<file path="src/rtl/led_fader.sv">
// Four-channel PWM LED fader: each channel ramps linearly between off and fully on.
// Define LED_FADER_GAMMA_EN to map levels through a square-law curve before the PWM compare.
module led_fader #(
    parameter int PWM_BITS = 8,
    parameter int STEP_DIV = 97656
) (
    input  logic       clk,
    input  logic       rst_n,
    input  logic [3:0] pat_in,
    output logic [3:0] led_out,
    output logic       busy
);

    localparam int                  DIV_W    = $clog2(STEP_DIV);
    localparam logic [DIV_W-1:0]    DIV_LAST = DIV_W'(STEP_DIV - 1);
    localparam logic [PWM_BITS-1:0] LVL_MAX  = '1;
    localparam logic [PWM_BITS-1:0] LVL_PEN  = LVL_MAX - 1'b1;
    localparam logic [PWM_BITS-1:0] LVL_ONE  = PWM_BITS'(1);

    typedef enum logic [1:0] {
        ST_OFF,
        ST_RISE,
        ST_ON,
        ST_FALL
    } state_e;

    logic [3:0]          pat_q;
    logic [PWM_BITS-1:0] pwm_cnt_q, pwm_cnt_d;
    logic [DIV_W-1:0]    div_q, div_d;
    logic                tick;
    state_e              state_q [4];
    state_e              state_d [4];
    logic [PWM_BITS-1:0] lvl_q [4];
    logic [PWM_BITS-1:0] lvl_d [4];
    logic [3:0]          led_out_q, led_out_d;
    logic                busy_q, busy_d;

    function automatic logic [PWM_BITS-1:0] duty_of(input logic [PWM_BITS-1:0] lvl);
`ifdef LED_FADER_GAMMA_EN
        logic [2*PWM_BITS-1:0] wide;
        wide = {{PWM_BITS{1'b0}}, lvl};
        return PWM_BITS'((wide * wide) >> PWM_BITS);
`else
        return lvl;
`endif
    endfunction

    assign tick      = (div_q == DIV_LAST);
    assign div_d     = tick ? '0 : div_q + 1'b1;
    assign pwm_cnt_d = pwm_cnt_q + 1'b1;

    always_comb begin
        // NOTE: every output of this block gets a default before any branch,
        // otherwise an unassigned path would infer a latch.
        busy_d    = 1'b0;
        led_out_d = '0;
        for (int i = 0; i < 4; i++) begin
            state_d[i] = state_q[i];
            lvl_d[i]   = lvl_q[i];
            // A direction change wins over a tick landing in the same cycle.
            unique case (state_q[i])
                ST_OFF: if (pat_q[i]) state_d[i] = ST_RISE;
                ST_RISE: begin
                    if (!pat_q[i]) begin
                        state_d[i] = ST_FALL;
                    end else if (tick) begin
                        if (lvl_q[i] != LVL_MAX) lvl_d[i] = lvl_q[i] + 1'b1;
                        if (lvl_q[i] >= LVL_PEN) state_d[i] = ST_ON;
                    end
                end
                ST_ON: if (!pat_q[i]) state_d[i] = ST_FALL;
                ST_FALL: begin
                    if (pat_q[i]) begin
                        state_d[i] = ST_RISE;
                    end else if (tick) begin
                        if (lvl_q[i] != '0) lvl_d[i] = lvl_q[i] - 1'b1;
                        if (lvl_q[i] <= LVL_ONE) state_d[i] = ST_OFF;
                    end
                end
                default: state_d[i] = ST_OFF;
            endcase

            led_out_d[i] = (state_q[i] == ST_ON) || (pwm_cnt_q < duty_of(lvl_q[i]));
            if (state_q[i] == ST_RISE || state_q[i] == ST_FALL) busy_d = 1'b1;
        end
    end

    // NOTE: state registers use non-blocking assignments so every flop samples
    // the pre-edge values regardless of statement order.
    always_ff @(posedge clk or negedge rst_n) begin
        if (!rst_n) begin
            pat_q     <= '0;
            pwm_cnt_q <= '0;
            div_q     <= '0;
            led_out_q <= '0;
            busy_q    <= 1'b0;
            // NOTE: the per-channel level array is reset too, so a reset
            // mid-fade never leaves a stale brightness behind.
            for (int i = 0; i < 4; i++) begin
                state_q[i] <= ST_OFF;
                lvl_q[i]   <= '0;
            end
        end else begin
            pat_q     <= pat_in;
            pwm_cnt_q <= pwm_cnt_d;
            div_q     <= div_d;
            led_out_q <= led_out_d;
            busy_q    <= busy_d;
            for (int i = 0; i < 4; i++) begin
                state_q[i] <= state_d[i];
                lvl_q[i]   <= lvl_d[i];
            end
        end
    end

    assign led_out = led_out_q;
    assign busy    = busy_q;

endmodule

</file>
<file path="config.mk">
export PLATFORM = sky130hd
export DESIGN_NAME = led_fader
export DESIGN_NICKNAME = d
export VERILOG_FILES = /design/src/rtl/led_fader.sv
export SDC_FILE = /design/constraint.sdc
export NUM_CORES = 1
export LEC_CHECK = 0
export ABC_AREA = 1
export CAP_MARGIN = 30
export CORE_ASPECT_RATIO = 0.75
export CORE_MARGIN = 10
export CORE_UTILIZATION = 47
export DETAILED_ROUTE_END_ITERATION = 8
export GPL_ROUTABILITY_DRIVEN = 0
export SKIP_LAST_GASP = 1
export SYNTH_ARGS = -nofsm -noshare
export SYNTH_HDL_FRONTEND = slang
export SYNTH_SLANG_ARGS = --single-unit
</file>
<file path="constraint.sdc">
create_clock -name clk -period 2.1 [get_ports clk]
set_clock_uncertainty 0.05 [all_clocks]
set_input_delay 0.63 -clock clk [delete_from_list [all_inputs] [get_ports clk]]
set_output_delay 0.63 -clock clk [all_outputs]
set_load 0.01 [all_outputs]
</file>
==> metrics.md <==
| Metric | Value |
|---|---|
| Outcome | `completed` |
| Post-synth top flop | `dfrtp_1` |
| Clock Power Share | `22.6%` |
| Power per Cell Area | `between 1000 and 1500 nW/um2` |
| Die H | `117 um` |
| Arr. time, crit path | `2130 ps` |
| Simple-gate portion of the synthesized area | `between 30% and 40%` |
| I/O pin count | `11` |
| Post-layout minimum cycle time | `1960 ps` |
| R2R Path End | `lvl_q[16]$_DFFE_PN0P_` |
| Via count of the routed design | `5263` |
| Syn_area_per_cell | `7.25 um2` |
| Area of the multi-input gates | `3590 um2` |
| Post-synth EDFFs | `0` |
| CTS tree | `built` |
| Vias per cell | `about 5.2` |
| First-pass GRT wire length | `23600 um` |
| Synth Area in Adders | `between 10% and 20%` |
| # setup viols final | `0` |
| Synth top area cells | `dfrtp_1, ha_1, nand2_1, nand3_1, inv_1` |
| Period utilization | `just over 90%` |
| YS warnings | `0` |
| Total Nets Final | `916` |
| Clock slew at reported path FFs | `60 ps` |
| Setup crit end kind | `register` |
| Reg2reg path depth | `9` |
| Die X | `150 um` |
| Synth Area in Compound Gates | `7.51%` |
| Synth unique cells | `42` |
| Leakage | `3.45 nW` |
| CTS Buf Count | `9` |
| Worst skew pair latency | `340 ps` |
| Post-route worst setup slack | `139 ps` |
| Worst r2r src | `state_q[5]$_DFFE_PN0P_` |
| Hold Slack | `121 ps` |
| Placed cells | `992` |
| Sequential Area | `1850 um2` |
| Worst EP required | `2270 ps` |
| Share of async-settable or async-resettable flops after synthesis | `100%` |
| Final WL | `13800 um` |
| Fmax | `510 MHz` |
| Initial antenna violation count | `0` |
| Share of the synthesized area in the top cell type | `a little under a third` |
| CTS Hold Bufs | `0` |
| Hold WC Path Type | `in -> async` |
| Clk buf depth | `2` |
| Final hold viol count | `0` |
| Pre-antenna DRT Iters | `4` |
| Maximum vdd drop | `0.000561 V` |
| Synth Area in XOR/XNOR | `4.28%` |
| Largest family of logic cells by synthesized area | `simple AND/OR/NAND/NOR gates` |
| Combinational share of power | `50.4%` |
| Most common cell in the netlist | `nand2_1` |
| Setup slack, reg-to-reg | `140 ps` |
| Synthesized area | `5930 um2` |
| Number of global-route vias before repair | `4948` |
| NetSw | `3.81 mW` |
| Worst setup SP type | `register` |
| Seq cells post-synth | `74` |
| TNS Setup | `0 ps` |
| DR WL/cell | `13.6 um` |
| Number of remaining DRC errors | `0` |
| DRT iter0 DRCs | `310` |
| Pre-CTS WS | `96.1 ps` |
| Pins Over Slew Limit | `0` |
| DP HPWL | `10400 um` |
| Initial Util | `48.2%` |
| Slew margin rel. | `74.5%` |
| Sequential share of power | `27.0%` |
| Sw frac | `44.3%` |
| Synth-to-Final Area Change | `12.6%` |
| Row count | `35` |
| Clk sinks | `74` |
| # diodes | `0` |
| Leading area contributor after synthesis | `dfrtp_1` |
| Layout cells sized above 1 | `8.28%` |
| H-tree depth | `3` |
| Critical path type | `reg -> reg` |
| Instance count of the mapped netlist | `818` |
| Syn Nets | `between 800 and 900` |
| Sequential-to-total area share from yosys stat | `31.2%` |
| Fillers | `1158` |
| Post-synthesis mux area share | `0%` |
| Crit path max fanout | `11` |
| Cell-internal power | `4.78 mW` |
| Max cap viols | `0` |
| GRT Util Overall | `16.4%` |
| Worst-Margin Slew | `379 ps` |
| Root buffer cell | `clkbuf_16` |
| IO buf count | `10` |
| Finished Layout Cells | `1011` |
| Grt ovf | `0` |
| Largest net degree at the start of global routing | `31` |
| Post-synth top cells | `nand2_1, inv_1, nor2_1` |
| Core ar. | `12300 um2` |
| Die ar. | `17600 um2` |
| Routed Antenna Nets | `0` |
-- flip-flops by register name, summed over array words and instances (netlist names) --
name and flops:
pat_q 4, div_q 17, busy 1, state_q 8, lvl_q 32, pwm_cnt_q 8
led_out 4
-- power groups by stage --
stage               clock network [mW]  logic (mW)  registers [mW]
floorplan                            0        3.24            2.21
global placement                     0        4.10            2.32
detailed placement                   0        4.19            2.33
CTS                               1.98        4.22            2.31
global route                      2.03        4.98            2.39
finish                            1.94        4.32            2.32
-- final cells by class --
cell class	instances	share of cell area (%)
Timing Repair Buffer	26	3.63
Tap cell	166	3.11
Clock inverter	5	1.87
Multi-Input combinational cell	618	53.7
Inverter	111	6.29
Sequential cell	74	27.7
Clock buffer	11	3.63
-- cell usage in the layout (no fill, tap or decap), types with 2 or more instances in the layout --
cell,count
buf_4,15
nor3_1,11
inv_1,103
buf_12,2
bufinv_16,4
a21oi_4,2
nor3b_1,3
clkdlybuf4s50_1,9
o21ai_0,29
xnor2_1,6
xor2_1,23
o21a_1,5
nand2_1,214
ha_1,70
nand3_1,80
nand2_2,10
nand3_2,2
nor2_1,81
nor2_2,2
a21oi_1,21
o21ai_2,5
o21ai_1,4
inv_2,6
nor2_8,2
clkbuf_16,9
dfrtp_1,74
or3_1,3
nand2_4,2
nand4_1,30
-- critical path, cell delays in order (launching register included) --
cell,delay [ps]
dfrtp_1,420
inv_1,120
ha_1,350
nor2_1,140
nor2_1,130
nand2_1,70
a21oi_2,110
buf_4,190
nand2_1,100
xor2_1,160
-- repair_timing --
action                     4_1_cts  5_1_grt
buffers inserted                 0        3
resized for setup                0        4
setup endpoints to repair        0       15
-- metrics by stage --
step                      instance area (um2)  util (%)  power [mW]
after floorplan                          5930         -        5.45
after global placement                   6260      50.9        6.41
after detailed placement                 6260      50.9        6.52
after CTS                                6630      53.8        8.52
after global routing                     6680      54.3        9.39
final                                    6680      54.3        8.58
-- routing by layer --
layer,track usage (%),up-vias,part of all wire [%],wire [um]
li1,-,2685,-,-
met1,22.7,2466,51,6990
met2,25.4,102,44,6040
met3,3.57,10,4.5,618
met4,3.75,0,0.86,119
met5,0,-,0,0
-- how the worst max path moves through the flow --
stage	start	end	slack [ps]	depth (start not counted)
after floorplan	state_q[0]$_DFFE_PN0P_	lvl_q[5]$_DFFE_PN0P_	350	10
after global placement	state_q[7]$_DFFE_PN0P_	lvl_q[29]$_DFFE_PN0P_	180	10
after detailed placement	div_q[0]$_DFF_PN0_	lvl_q[8]$_DFFE_PN0P_	100	9
after CTS	div_q[0]$_DFF_PN0_	lvl_q[8]$_DFFE_PN0P_	90	9
after global routing	div_q[0]$_DFF_PN0_	lvl_q[16]$_DFFE_PN0P_	-1	9
final	state_q[5]$_DFFE_PN0P_	lvl_q[16]$_DFFE_PN0P_	140	9
-- cell families (layout without fill, tap and decap cells) --
logic type / after synthesis / count (layout)
fa+ha+maj: 70 / 70
xor+xnor: 29 / 29
compound gates: 73 / 73
buf+inv: 126 / 153
simple gates: 446 / 446
flops: 74 / 74
No activity file was read; power rests on OpenSTA's default activity.
